==> src/rtl/pe_start_token_fifo_pkg.sv <==
// Shared configuration for the PE start-token FIFO: default geometry and the
// geometry sanity check used at elaboration.
package pe_start_token_fifo_pkg;

  localparam int PE_START_FIFO_DEPTH = 14;
  localparam int PE_START_FIFO_AW    = 4;

  // The SRL read address must reach every slot, and a one-slot FIFO cannot
  // sustain a push and a pop in the same cycle.
  function automatic bit pe_start_fifo_cfg_ok(input int aw, input int depth);
    return (depth >= 2) && ((1 << aw) >= depth);
  endfunction

  localparam bit PE_START_FIFO_CFG_OK =
    pe_start_fifo_cfg_ok(PE_START_FIFO_AW, PE_START_FIFO_DEPTH);

endpackage

==> src/rtl/pe_start_token_fifo_if.sv <==
// Handshake bundle between the upstream dataflow process (master) and the
// start-token FIFO (slave).
interface pe_start_token_fifo_if
  import pe_start_token_fifo_pkg::*;
#(
  parameter int DATA_WIDTH = 1,
  parameter int ADDR_WIDTH = PE_START_FIFO_AW
);

  logic [DATA_WIDTH-1:0] if_din;
  logic                  if_write;
  logic                  if_write_ce;
  logic                  if_full_n;
  logic [DATA_WIDTH-1:0] if_dout;
  logic                  if_read;
  logic                  if_read_ce;
  logic                  if_empty_n;
  logic [ADDR_WIDTH:0]   if_num_data_valid;
  logic [ADDR_WIDTH:0]   if_fifo_cap;

  modport master (
    output if_din, if_write, if_write_ce, if_read, if_read_ce,
    input  if_full_n, if_dout, if_empty_n, if_num_data_valid, if_fifo_cap
  );

  modport slave (
    input  if_din, if_write, if_write_ce, if_read, if_read_ce,
    output if_full_n, if_dout, if_empty_n, if_num_data_valid, if_fifo_cap
  );

endinterface

==> src/rtl/pe_start_token_srl.sv <==
// Push-enabled shift array: new data enters slot 0, older entries move up one
// slot; any slot is read asynchronously by address.
module pe_start_token_srl
  import pe_start_token_fifo_pkg::*;
#(
  parameter int DATA_WIDTH = 1,
  parameter int ADDR_WIDTH = PE_START_FIFO_AW,
  parameter int DEPTH      = PE_START_FIFO_DEPTH
) (
  input  logic                  clk,
  input  logic                  i_shift,
  input  logic [DATA_WIDTH-1:0] i_din,
  input  logic [ADDR_WIDTH-1:0] i_addr,
  output logic [DATA_WIDTH-1:0] o_dout
);

  logic [DATA_WIDTH-1:0] r_mem [DEPTH];

  // Storage carries no reset: contents are only observed through a gated read.
  always_ff @(posedge clk) begin
    if (i_shift) begin
      r_mem[0] <= i_din;
      for (int i = 1; i < DEPTH; i++) begin
        r_mem[i] <= r_mem[i-1];
      end
    end
  end

  assign o_dout = (32'(i_addr) < DEPTH) ? r_mem[i_addr] : '0;

endmodule

==> src/rtl/pe_start_token_fifo.sv <==
// Start-token FIFO for the PE start handshake: show-ahead SRL queue with
// registered occupancy, read pointer and full/empty flags.
module pe_start_token_fifo
  import pe_start_token_fifo_pkg::*;
#(
  parameter int DATA_WIDTH = 1,
  parameter int ADDR_WIDTH = PE_START_FIFO_AW,
  parameter int DEPTH      = PE_START_FIFO_DEPTH
) (
  input  logic                        ap_clk,
  input  logic                        ap_rst_n,
  pe_start_token_fifo_if.slave        s_if
);

  if (!pe_start_fifo_cfg_ok(ADDR_WIDTH, DEPTH)) begin : g_bad_cfg
    $error("pe_start_token_fifo: need DEPTH >= 2 and 2**ADDR_WIDTH >= DEPTH");
  end

  localparam logic [ADDR_WIDTH:0] CNT_CAP = (ADDR_WIDTH+1)'(DEPTH);
  localparam logic [ADDR_WIDTH:0] CNT_ONE = (ADDR_WIDTH+1)'(1);

  logic [ADDR_WIDTH:0]   r_count;
  logic [ADDR_WIDTH:0]   w_count_nxt;
  logic [ADDR_WIDTH-1:0] r_addr;
  logic [ADDR_WIDTH-1:0] w_addr_nxt;
  logic                  r_empty_n;
  logic                  r_full_n;
  logic                  w_push;
  logic                  w_pop;
  logic [DATA_WIDTH-1:0] w_srl_dout;

  // Handshakes qualify on the registered flags, so requests against a full or
  // empty queue simply vanish.
  assign w_push = s_if.if_write & s_if.if_write_ce & r_full_n;
  assign w_pop  = s_if.if_read  & s_if.if_read_ce  & r_empty_n;

  // addr tracks count-1 but saturates at 0; a simultaneous push/pop leaves it
  // alone because the shift slides the next-oldest entry into the head slot.
  always_comb begin
    w_count_nxt = r_count;
    w_addr_nxt  = r_addr;
    case ({w_push, w_pop})
      2'b10: begin
        w_count_nxt = r_count + CNT_ONE;
        if (r_count != '0) w_addr_nxt = r_addr + 1'b1;
      end
      2'b01: begin
        w_count_nxt = r_count - CNT_ONE;
        if (r_count != CNT_ONE) w_addr_nxt = r_addr - 1'b1;
      end
      default: ;
    endcase
  end

  always_ff @(posedge ap_clk or negedge ap_rst_n) begin
    if (!ap_rst_n) begin
      r_count   <= '0;
      r_addr    <= '0;
      r_empty_n <= 1'b0;
      r_full_n  <= 1'b1;
    end else begin
      r_count   <= w_count_nxt;
      r_addr    <= w_addr_nxt;
      r_empty_n <= (w_count_nxt != '0);
      r_full_n  <= (w_count_nxt != CNT_CAP);
    end
  end

  pe_start_token_srl #(
    .DATA_WIDTH (DATA_WIDTH),
    .ADDR_WIDTH (ADDR_WIDTH),
    .DEPTH      (DEPTH)
  ) u_srl (
    .clk    (ap_clk),
    .i_shift(w_push),
    .i_din  (s_if.if_din),
    .i_addr (r_addr),
    .o_dout (w_srl_dout)
  );

  // Head data is forced to zero while empty so stale SRL contents never leak.
  assign s_if.if_dout             = r_empty_n ? w_srl_dout : '0;
  assign s_if.if_empty_n          = r_empty_n;
  assign s_if.if_full_n           = r_full_n;
  assign s_if.if_num_data_valid   = r_count;
  assign s_if.if_fifo_cap         = CNT_CAP;

endmodule

==> src/flat_wrapper.sv <==
// flat-port wrapper written by rule: the top's interface ports become plain ports
module pe_start_token_fifo_flat import pe_start_token_fifo_pkg::*;
#(
  parameter int DATA_WIDTH = 1,
  parameter int ADDR_WIDTH = PE_START_FIFO_AW,
  parameter int DEPTH      = PE_START_FIFO_DEPTH
)
  (ap_clk, ap_rst_n, s_if_if_din, s_if_if_write, s_if_if_write_ce, s_if_if_read, s_if_if_read_ce, s_if_if_full_n, s_if_if_dout, s_if_if_empty_n, s_if_if_num_data_valid, s_if_if_fifo_cap);
  pe_start_token_fifo_if #(.DATA_WIDTH(DATA_WIDTH), .ADDR_WIDTH(ADDR_WIDTH)) s_if_i ();
  input  logic ap_clk;
  input  logic ap_rst_n;
  input wire logic [$bits(s_if_i.if_din)-1:0] s_if_if_din;
  input wire logic [$bits(s_if_i.if_write)-1:0] s_if_if_write;
  input wire logic [$bits(s_if_i.if_write_ce)-1:0] s_if_if_write_ce;
  input wire logic [$bits(s_if_i.if_read)-1:0] s_if_if_read;
  input wire logic [$bits(s_if_i.if_read_ce)-1:0] s_if_if_read_ce;
  output wire logic [$bits(s_if_i.if_full_n)-1:0] s_if_if_full_n;
  output wire logic [$bits(s_if_i.if_dout)-1:0] s_if_if_dout;
  output wire logic [$bits(s_if_i.if_empty_n)-1:0] s_if_if_empty_n;
  output wire logic [$bits(s_if_i.if_num_data_valid)-1:0] s_if_if_num_data_valid;
  output wire logic [$bits(s_if_i.if_fifo_cap)-1:0] s_if_if_fifo_cap;
  assign s_if_i.if_din = s_if_if_din;
  assign s_if_i.if_write = s_if_if_write;
  assign s_if_i.if_write_ce = s_if_if_write_ce;
  assign s_if_i.if_read = s_if_if_read;
  assign s_if_i.if_read_ce = s_if_if_read_ce;
  assign s_if_if_full_n = s_if_i.if_full_n;
  assign s_if_if_dout = s_if_i.if_dout;
  assign s_if_if_empty_n = s_if_i.if_empty_n;
  assign s_if_if_num_data_valid = s_if_i.if_num_data_valid;
  assign s_if_if_fifo_cap = s_if_i.if_fifo_cap;
  pe_start_token_fifo #(.DATA_WIDTH(DATA_WIDTH), .ADDR_WIDTH(ADDR_WIDTH), .DEPTH(DEPTH)) u_core (.ap_clk(ap_clk), .ap_rst_n(ap_rst_n), .s_if(s_if_i));
endmodule
==> config.mk <==
export PLATFORM = sky130hd
export DESIGN_NAME = pe_start_token_fifo_flat
export DESIGN_NICKNAME = d
export VERILOG_FILES = /design/src/rtl/pe_start_token_fifo_pkg.sv /design/src/rtl/pe_start_token_fifo_if.sv /design/src/rtl/pe_start_token_srl.sv /design/src/rtl/pe_start_token_fifo.sv /design/src/flat_wrapper.sv
export SDC_FILE = /design/constraint.sdc
export NUM_CORES = 1
export LEC_CHECK = 0
export ABC_AREA = 1
export CAP_MARGIN = 20
export CORE_MARGIN = 1
export CORE_UTILIZATION = 42
export CTS_BUF_LIST = sky130_fd_sc_hd__clkbuf_2 sky130_fd_sc_hd__clkbuf_4 sky130_fd_sc_hd__clkbuf_8
export DETAILED_ROUTE_END_ITERATION = 12
export PLACE_DENSITY = 0.66
export SETUP_SLACK_MARGIN = 0.2
export SYNTH_ARGS = -nofsm -noshare
export SYNTH_HDL_FRONTEND = slang
export SYNTH_SLANG_ARGS = --single-unit
==> constraint.sdc <==
create_clock -name ap_clk -period 1.7 [get_ports ap_clk]
set_input_delay 0.425 -clock ap_clk [delete_from_list [all_inputs] [get_ports ap_clk]]
set_output_delay 0.425 -clock ap_clk [all_outputs]
set_load 0.005 [all_outputs]
Word level (Yosys, flattened, before mapping):

Memories as Yosys holds them, arrays and structs flattened.
Cells that the tools add are included.

* bits in registers: 11
* latch bits: 0
* bits in writable memories: 14
* memory bits (read-only): 0
* bits of input ports: 7
* output and inout bits: 13
* memories: 1

Memories
* u_core.u_srl.r_mem: depth 14, bits a word 1, read ports 14, clocked after Yosys merged registers in 0, wr ports 14, RTL line pe_start_token_srl.sv:17 `logic [DATA_WIDTH-1:0] r_mem [DEPTH];`

* $add $sub $neg: 4
* multipliers: 0
* divide/modulo/power cells: 0
* order comparisons: 1
* equality and inequality tests: 6
* shift-type cells: 0
* muxes and demuxes: 8
* bitwise logic cells: 4
* reductions and logical operators: 4

Operator list (count)
* $pmux 5 s2: 1
* $reduce_bool 5->1: 2
* $mux 4: 2
* $pmux 4 s2: 1
* $add 5x1->5 const B: 1
* $ne 5x1->1 const B: 1
* $ne 5x4->1 const B: 1
* $sub 5x1->5 const B: 1
* $add 4x1->4 const B: 1
* $and 1x1->1: 4
* $lt 4x4->1 const B: 1
* $mux 1: 4
* $ne 2x1->1 const B: 2
* $sub 4x1->4 const B: 1
* $reduce_and 3->1: 1
* $eq 2x1->1 const B: 1
* $eq 2x2->1 const B: 1
* $reduce_bool 2->1: 1

Depth between registers and ports, before layout:

Gate-level depths: netlist of the first run.

* word-level depth: 5
* depth in mapped cells: 12
* gate-level depth less buffers: 12

Cells and area by module:

A second synthesis of the first run with hierarchy kept.

* cell total of the unflattened synthesis: 187
* area, all modules: 1572.8 um^2

Modules (own cells, without submodules)
* pe_start_token_fifo: instances 1, cells each 128, area each 950.9 um^2
* pe_start_token_srl: instances 1, cells each 59, area each 621.8 um^2

Least setup slack after synthesis of the first run:

Ideal clock, no wire load.

* path type: register to register
* start point: reg u_core.r_full_n (netlist: u_core.s_if.if_full_n)
* end point: reg u_core.r_addr[1]
* arrival time: 1.703 ns
* data required time: 1.626 ns
* path slack: -0.077 ns
* cell stages (with the launch flop): 10
* buffers on the path: 0
* clock period less this slack: 1.777 ns
* path through: dfstp_2 > nand3_1 > inv_1 > ha_1 > nand2_1 > nand2_1 > a31oi_4 > inv_2 > nand2_1 > o21ai_2

* cells in the longest elaborated chain, start to end: 4

Ends and longest elaborated chain
* start: declaration: RTL line pe_start_token_fifo.sv:27 `logic r_full_n;`
* start signal: assignment: RTL line pe_start_token_fifo.sv:65 `r_full_n <= (w_count_nxt != CNT_CAP);`
* $and 1x1->1 (*): RTL line pe_start_token_fifo.sv:34 `assign w_push = s_if.if_write & s_if.if_write_ce & r_full_n;`
* net u_core.u_srl.i_shift: RTL line pe_start_token_srl.sv:11 `input logic i_shift,`
* $eq 2x1->1 / $eq 2x2->1 (equally long branches): RTL line pe_start_token_fifo.sv:42 `case ({w_push, w_pop})`
* $ne 2x1->1 (no source line) / $reduce_bool 2->1 (equally long branches)
* $reduce_and 3->1 (no source line)
* end signal: assignment: RTL line pe_start_token_fifo.sv:63 `r_addr <= w_addr_nxt;`
* end: declaration: RTL line pe_start_token_fifo.sv:24 `logic [ADDR_WIDTH-1:0] r_addr;`

Mark *: on every way through the listed nets, which the timed path passes. The rest lies on a longest branch.
A chain may end at the register's enable or synchronous reset.

Worst setup path after layout of the first run:

* start point: reg u_core.r_addr[0]
* end point: out s_if_if_dout

* cells in the longest elaborated chain, start to end: 3

Ends and longest elaborated chain
* $mem_v2 14x1 / $lt 4x4->1 (equally long branches)
* $mux 1 (*): RTL line pe_start_token_srl.sv:29 `assign o_dout = (32'(i_addr) < DEPTH) ? r_mem[i_addr] : '0;`
* $mux 1 (*): RTL line pe_start_token_fifo.sv:82 `assign s_if.if_dout = r_empty_n ? w_srl_dout : '0;`
* end: declaration: RTL line flat_wrapper.sv:18 `output wire logic [$bits(s_if_i.if_dout)-1:0] s_if_if_dout;`

Mark *: on every way between the ends. The rest lies on a longest branch, timed or not.

==> flow_summary_export.csv, run 1 <==
group,metric,value,unit
critical_path,crit_chain,"buf_12, or2_0, o21ai_1, a21oi_1, nor2_1, nor2_1, buf_2",
grt,grtUsageMet2,28.88,%
sta,report.final.slew_viol_count,0,
cells_and_area,most-common-layout-cells,"nand2_1 (37), buf_4 (21), inv_1 (16)",
die,top_level_ports,20,
detailed_routing,postRouteAntennaNets,0,
grt,met1_usage,26.14,%
critical_path,worstSetupPathType,"reg -> out",
synthesis,async_flop_share,44.00,%
critical_path,cpMostUsedCell,"nor2_1",
critical_path,crit_fanout,5,
sta,setup_violations,4,
die,rows,21,
placement,place.port_buffers,14,
cells_and_area,final_common_cell,"nand2_1",
detailed_routing,initialDrtViolationCount,33,
clock_network,clock_sinks,25,
detailed_routing,dr.pass1.iters,4,
die,die-area,0.003846,mm2
sta,setup_slack,-0.2911,ns
clock_network,worstSkewPairLatency,0.34,ns
synthesis,avgSynthCellArea,8.595,um2
critical_path,cp-end-kind,"output port",
sta,max_clock_freq,0.5022,GHz
critical_path,worstPathBufferInverterCount,2,
clock_network,clk_pin_slew,0.16,ns
sta,skew,0.006271,ns
cells_and_area,area_growth,47.06,%
detailed_routing,drc_errors,0,
sta,tightestPinTransition,0.5665,ns
die,die_x,62.02,um
pwr,p_clk_share,10.3,%
critical_path,r2r_slack,-0.05,ns
synthesis,synth_area,0.001513,mm2
grt,busiest_layer,"met2",
pwr,ir_drop,0.8971,mV
placement,dp_hpwl,2117,um
grt,grt_pass1_wl,5168,um
synthesis,yosysUniqueCellTypes,28,
critical_path,max_stage_delay,0.50,ns
synthesis,yosys_warnings,0,
sta,relSlewSlack,62.11,%
pwr,p_leak,1.037,nW
die,initial_core_util,44.63,%
grt,grt_usage,18.55,%
pwr,totalPowerFinal,2.953,mW
detailed_routing,vias,1315,
die,core-area,0.003390,mm2
pwr,p_seq_share,29.0,%
critical_path,start_kind,"flip-flop",
grt,met3_usage,2.899,%
pwr,swShare,42.19,%
synthesis,syn-instance-count,176,
pwr,p_sw,1.246,mW
die,die_y,62.02,um
critical_path,cp_top_family,"flip-flops",
pwr,cellInternalPower,1.707,mW
grt,antenna_found_initial,0,
synthesis,ys_seq_area_share,46.07,%
critical_path,cp.required,1.27,ns
sta,rsz0062_at_grt,"true",
cells_and_area,antennaDiodeCount,0,
clock_network,cts_inserted_buffers,3,
detailed_routing,drt_wl_total,3473,um
sta,min_period,1.991,ns
synthesis,yosys_most_used_dff,"edfxtp_1",
sta,finalHoldViolCount,0,
critical_path,slowest_stage,"dfrtp_2",
synthesis,synth-seq-cells,25,
pwr,power_frac_comb,60.7,%
pwr,powerDensity,1327,mW/mm2
grt,grt_max_degree,17,
clock_network,cts-root-buf,"clkbuf_4",
run_status,violations,"setup timing",
detailed_routing,viasPerCell,4.852,
min_path,hold_path.class,"in -> async",
critical_path,arrival,1.57,ns
placement,finalWeightedCongestion,0.8520,
run_status,status,"finished with violations",
grt,grt_pass1_vias,1192,
synthesis,synth_edf_count,14,
clock_network,cts_tree,"built",
grt,grt_overflow,0,
sta,finalCritPeriodShare,117.1,%
clock_network,ctsLongestPathBuffers,2,
clock_network,htree_num_levels,1,
sta,hold_slack,0.4250,ns
cells_and_area,fin_nets,242,
run,drv_cap,0,
detailed_routing,wire_per_inst,12.82,um
cells_and_area,drive_above_1_share,45.78,%
routing by layer:
metal  share of wire (%)  wire length [um]  vias up
met5                   0                 0        -
met4                 1.9                65        0
met3                 4.5               155        9
met2                  46              1612       41
met1                  47              1640      621
li1                    -                 -      644
synthesized netlist by cell type (2+ instances only):
library cell / n / area share (%)
ha_1: 8 / 6.6
edfxtp_1: 14 / 28
inv_2: 5 / 1.2
xor2_1: 2 / 1.2
conb_1: 2 / 0.50
nand4_1: 2 / 0.83
o21ai_0: 2 / 0.66
dfrtp_1: 10 / 17
nand3_1: 25 / 8.3
inv_1: 23 / 5.7
nor2_1: 5 / 1.2
buf_4: 6 / 3.0
or2_0: 2 / 0.83
o21ai_2: 2 / 1.2
a21oi_1: 2 / 0.66
nand2_1: 52 / 13
buf_6: 3 / 2.2
power by group through the flow:
stage / Sequential [mW] / Combinational, mW / Clock, mW
CTS: 0.852 / 1.63 / 0.307
finish: 0.856 / 1.79 / 0.305
global placement: 0.893 / 1.31 / 0
detailed placement: 0.900 / 1.32 / 0
floorplan: 0.881 / 0.865 / 0
global route: 0.872 / 1.96 / 0.322
worst reg2reg max path, cell delays in order, from the launching register on:
cell and delay, ns:
dfstp_2 0.58, buf_6 0.10, nand3_4 0.07, ha_4 0.20
ha_4 0.22, nand2_2 0.06, inv_2 0.03, o21ai_2 0.13
nand2_1 0.07, nand2_1 0.06, nand2_1 0.05, nand2_1 0.05
o21ai_1 0.05
cell type report:
type / instances / area (um2)
fill: 263 / 1165
multi-input combinational: 117 / 830.8
sequential: 25 / 699.4
timing repair buffer: 51 / 489.2
inverter: 28 / 116.4
tap: 46 / 57.56
clock buffer: 3 / 22.52
clock inverter: 1 / 8.758
registers in the layout, summed over array words and instances (netlist names):
register / cells
u_core.s_if.if_empty_n: 1
u_core.r_addr: 4
u_core.u_srl.r_mem: 14
u_core.s_if.if_num_data_valid: 5
u_core.s_if.if_full_n: 1
per-stage QoR:
step	setup WS (ns)	utilization [%]	TNS (ns)	cell area, um2	instances
after floorplan	0.06205	-	0	1590	179
after global placement	-0.3486	54.85	-2.752	1859	250
after detailed placement	-0.3808	54.85	-2.989	1859	250
after CTS	-0.2969	62.57	-0.3383	2121	269
after global routing	-0.4113	65.63	-0.8485	2225	271
final	-0.2911	65.63	-0.3977	2225	271
worst paths after layout:
| kind | from | end | cells after the start |
|---|---|---|---|
| min reg2reg | u_core.u_srl.r_mem[6] | u_core.u_srl.r_mem[7] | 0 |
| min in group ap_clk | u_core.u_srl.r_mem[6] | u_core.u_srl.r_mem[7] | 0 |
| max | u_core.r_addr[0] | s_if_if_dout | 7 |
| min | ap_rst_n | u_core.r_addr[3] | 1 |
| max in group asynchronous | ap_rst_n | u_core.s_if.if_num_data_valid[1] | 1 |
| max reg2reg | u_core.s_if.if_full_n | u_core.r_addr[3] | 12 |
timing repair:
| action | CTS | global route |
|---|---|---|
| hold buffers | 0 | 0 |
| setup buffers | 15 | 2 |
| gates cloned | 0 | 0 |
| setup endpoints to repair | 17 | 13 |
| pin swaps | 27 | 26 |
| resized for setup | 52 | 26 |
| hold endpoints to repair | 0 | 0 |
logic make-up (layout without fill, tap and decap cells):
kind of cell / count (synthesis) / after routing / synth area share (%)
compound gates: 10 / 10 / 5.459
flops: 25 / 25 / 46.07
fa+ha+maj: 9 / 9 / 7.941
buf+inv: 37 / 83 / 12.16
simple gates: 90 / 90 / 26.14
xor+xnor: 3 / 3 / 1.737
other cells: 2 / 5 / 0.4965
No activity file was read; power rests on OpenSTA's default activity.
==> run 2: changes to the inputs <==
--- a/config.mk
+++ b/config.mk
@@ -8,10 +8,10 @@
 export ABC_AREA = 1
 export CAP_MARGIN = 20
 export CORE_MARGIN = 1
-export CORE_UTILIZATION = 42
+export CORE_UTILIZATION = 40
 export CTS_BUF_LIST = sky130_fd_sc_hd__clkbuf_2 sky130_fd_sc_hd__clkbuf_4 sky130_fd_sc_hd__clkbuf_8
 export DETAILED_ROUTE_END_ITERATION = 12
-export PLACE_DENSITY = 0.66
+export PLACE_DENSITY = 0.63
 export SETUP_SLACK_MARGIN = 0.2
 export SYNTH_ARGS = -nofsm -noshare
 export SYNTH_HDL_FRONTEND = slang
==> flow_summary_export.csv, run 2 (synthesis gave the netlist of run 1 again) <==
group,metric,value,unit
sta,report.final.slew_viol_count,0,
die,top_level_ports,20,
grt,grt_max_degree,17,
sta,hold_slack,0.4623,ns
cells_and_area,final_common_cell,"nand2_1",
die,initial_core_util,43.61,%
detailed_routing,postRouteAntennaNets,0,
critical_path,worstSetupPathType,"reg -> out",
min_path,min_from,"u_core.u_srl.r_mem[9]",
die,die-area,0.004032,mm2
grt,grt_overflow,0,
pwr,p_sw,1.263,mW
sta,finalCritPeriodShare,112.5,%
clock_network,cts_inserted_buffers,3,
cells_and_area,nFillCells,285,
critical_path,crit_fanout,5,
cells_and_area,most-common-layout-cells,"nand2_1 (37), buf_4 (25), inv_1 (16), nand3_1 (16), edfxtp_1 (14)",
pwr,p_clk_share,12.5,%
critical_path,cp-end-kind,"output port",
detailed_routing,viasPerCell,4.847,
clock_network,htree_num_levels,1,
detailed_routing,initialDrtViolationCount,49,
cells_and_area,antennaDiodeCount,0,
sta,finalHoldViolCount,0,
critical_path,max_stage_delay,0.48,ns
min_path,hold_path.class,"reg -> reg",
critical_path,arrival,1.49,ns
sta,max_clock_freq,0.5230,GHz
die,core-area,0.003468,mm2
sta,skew,0.003649,ns
grt,grt_usage,18.30,%
critical_path,worstPathBufferInverterCount,2,
critical_path,crit_chain,"buf_12, or2_0, o21ai_1, a21oi_1, nor2_1, nor2_1, buf_2",
clock_network,ctsLongestPathBuffers,2,
cells_and_area,drive_above_1_share,42.98,%
pwr,p_leak,1.080,nW
pwr,swShare,40.89,%
sta,relSlewSlack,61.39,%
critical_path,cpMostUsedCell,"nor2_1",
sta,rsz0062_at_grt,"true",
critical_path,slowest_stage,"dfrtp_2",
detailed_routing,wire_per_inst,12.94,um
grt,antenna_found_initial,0,
detailed_routing,drt_wl_total,3545,um
clock_network,clock_sinks,25,
pwr,power_frac_comb,59.4,%
sta,setup_violations,2,
critical_path,crit_start,"u_core.r_addr[0]",
sta,setup_slack,-0.2121,ns
detailed_routing,drc_errors,0,
grt,grt_pass1_wl,5782,um
run_status,status,"finished with violations",
critical_path,timing.rr.start,"u_core.s_if.if_full_n",
detailed_routing,dr.pass1.iters,4,
run_status,violations,"setup timing",
sta,tightestPinTransition,0.5774,ns
pwr,cellInternalPower,1.826,mW
die,die_x,63.50,um
die,rows,21,
critical_path,cp.required,1.27,ns
pwr,powerDensity,1381,mW/mm2
pwr,ir_drop,0.7058,mV
grt,grt_pass1_vias,1272,
placement,dp_hpwl,2241,um
cells_and_area,largest_reg_flops,14,
clock_network,cts_tree,"built",
placement,place.port_buffers,14,
die,die_y,63.50,um
critical_path,cp_top_family,"flip-flops",
cells_and_area,fin_nets,245,
cells_and_area,area_growth,47.81,%
sta,tns,-0.2321,ns
placement,finalWeightedCongestion,0.8150,
cells_and_area,regMostFlops,"u_core.u_srl.r_mem",
clock_network,cts-root-buf,"clkbuf_8",
cells_and_area,fin_area,0.002236,mm2
sta,min_period,1.912,ns
detailed_routing,vias,1328,
pwr,p_seq_share,28.1,%
clock_network,worstSkewPairLatency,0.27,ns
clock_network,clk_pin_slew,0.10,ns
placement,dpl_cell_area,0.001872,mm2
run,drv_cap,0,
critical_path,start_kind,"flip-flop",
-- run 2: cell count changes in the layout (fill, tap and decap cells not counted), moves of 4 or more --
cell / before / now
buf_4: 21 / 25
dlygate4sd2_1: 6 / 10
nand3_1: 11 / 16
nand3_2: 12 / 8
-- run 2: routing by layer --
metal	global-route usage (%)	part of all wire, %	vias up
met2	28.59	47	39
met3	4.167	5.1	8
met4	6.818	1.7	0
met1	24.51	46	632
li1	-	-	649
met5	0	0	-
-- run 2: power groups by stage --
stage               clock network (mW)  logic [mW]  registers (mW)
global route                     0.410        2.02           0.885
CTS                              0.393        1.67           0.865
finish                           0.385        1.84           0.867
global placement                     0        1.32           0.896
floorplan                            0       0.865           0.881
detailed placement                   0        1.35           0.901
-- run 2: final timing paths --
kind	end	depth (start not counted)	slack [ns]
hold / removal	u_core.u_srl.r_mem[10]	0	0.46
setup reg to reg	u_core.s_if.if_empty_n	8	-0.02
max in group asynchronous	u_core.r_addr[0]	1	0.78
setup / recovery	s_if_if_dout	7	-0.21
hold reg to reg	u_core.u_srl.r_mem[10]	0	0.46
min in group asynchronous	u_core.r_addr[1]	1	0.51
-- run 2: area by class of cell --
cell class	count	area, um2	area share, %
clock buffer	3	41.29	1.847
sequential	25	698.2	31.23
clock inverter	1	8.758	0.3917
timing repair buffer	54	500.5	22.38
inverter	28	111.4	4.980
multi-input combinational	117	818.3	36.60
tap	46	57.56	2.574
-- run 2: per-stage QoR --
step | worst slack, ns | util [%] | power, mW | instances
final | -0.2121 | 64.47 | 3.089 | 274
after global routing | -0.3334 | 64.47 | 3.314 | 274
after CTS | -0.2260 | 62.34 | 2.927 | 270
after detailed placement | -0.3728 | 53.97 | 2.250 | 250
after global placement | -0.3550 | 53.97 | 2.216 | 250
after floorplan | 0.06205 | - | 1.746 | 179
-- run 2: what timing repair did --
item	CTS	global route
buffers inserted	16	4
endpoints found under the setup margin	19	27
hold buffers	0	0
gates resized for setup	53	15
pin swaps	31	13
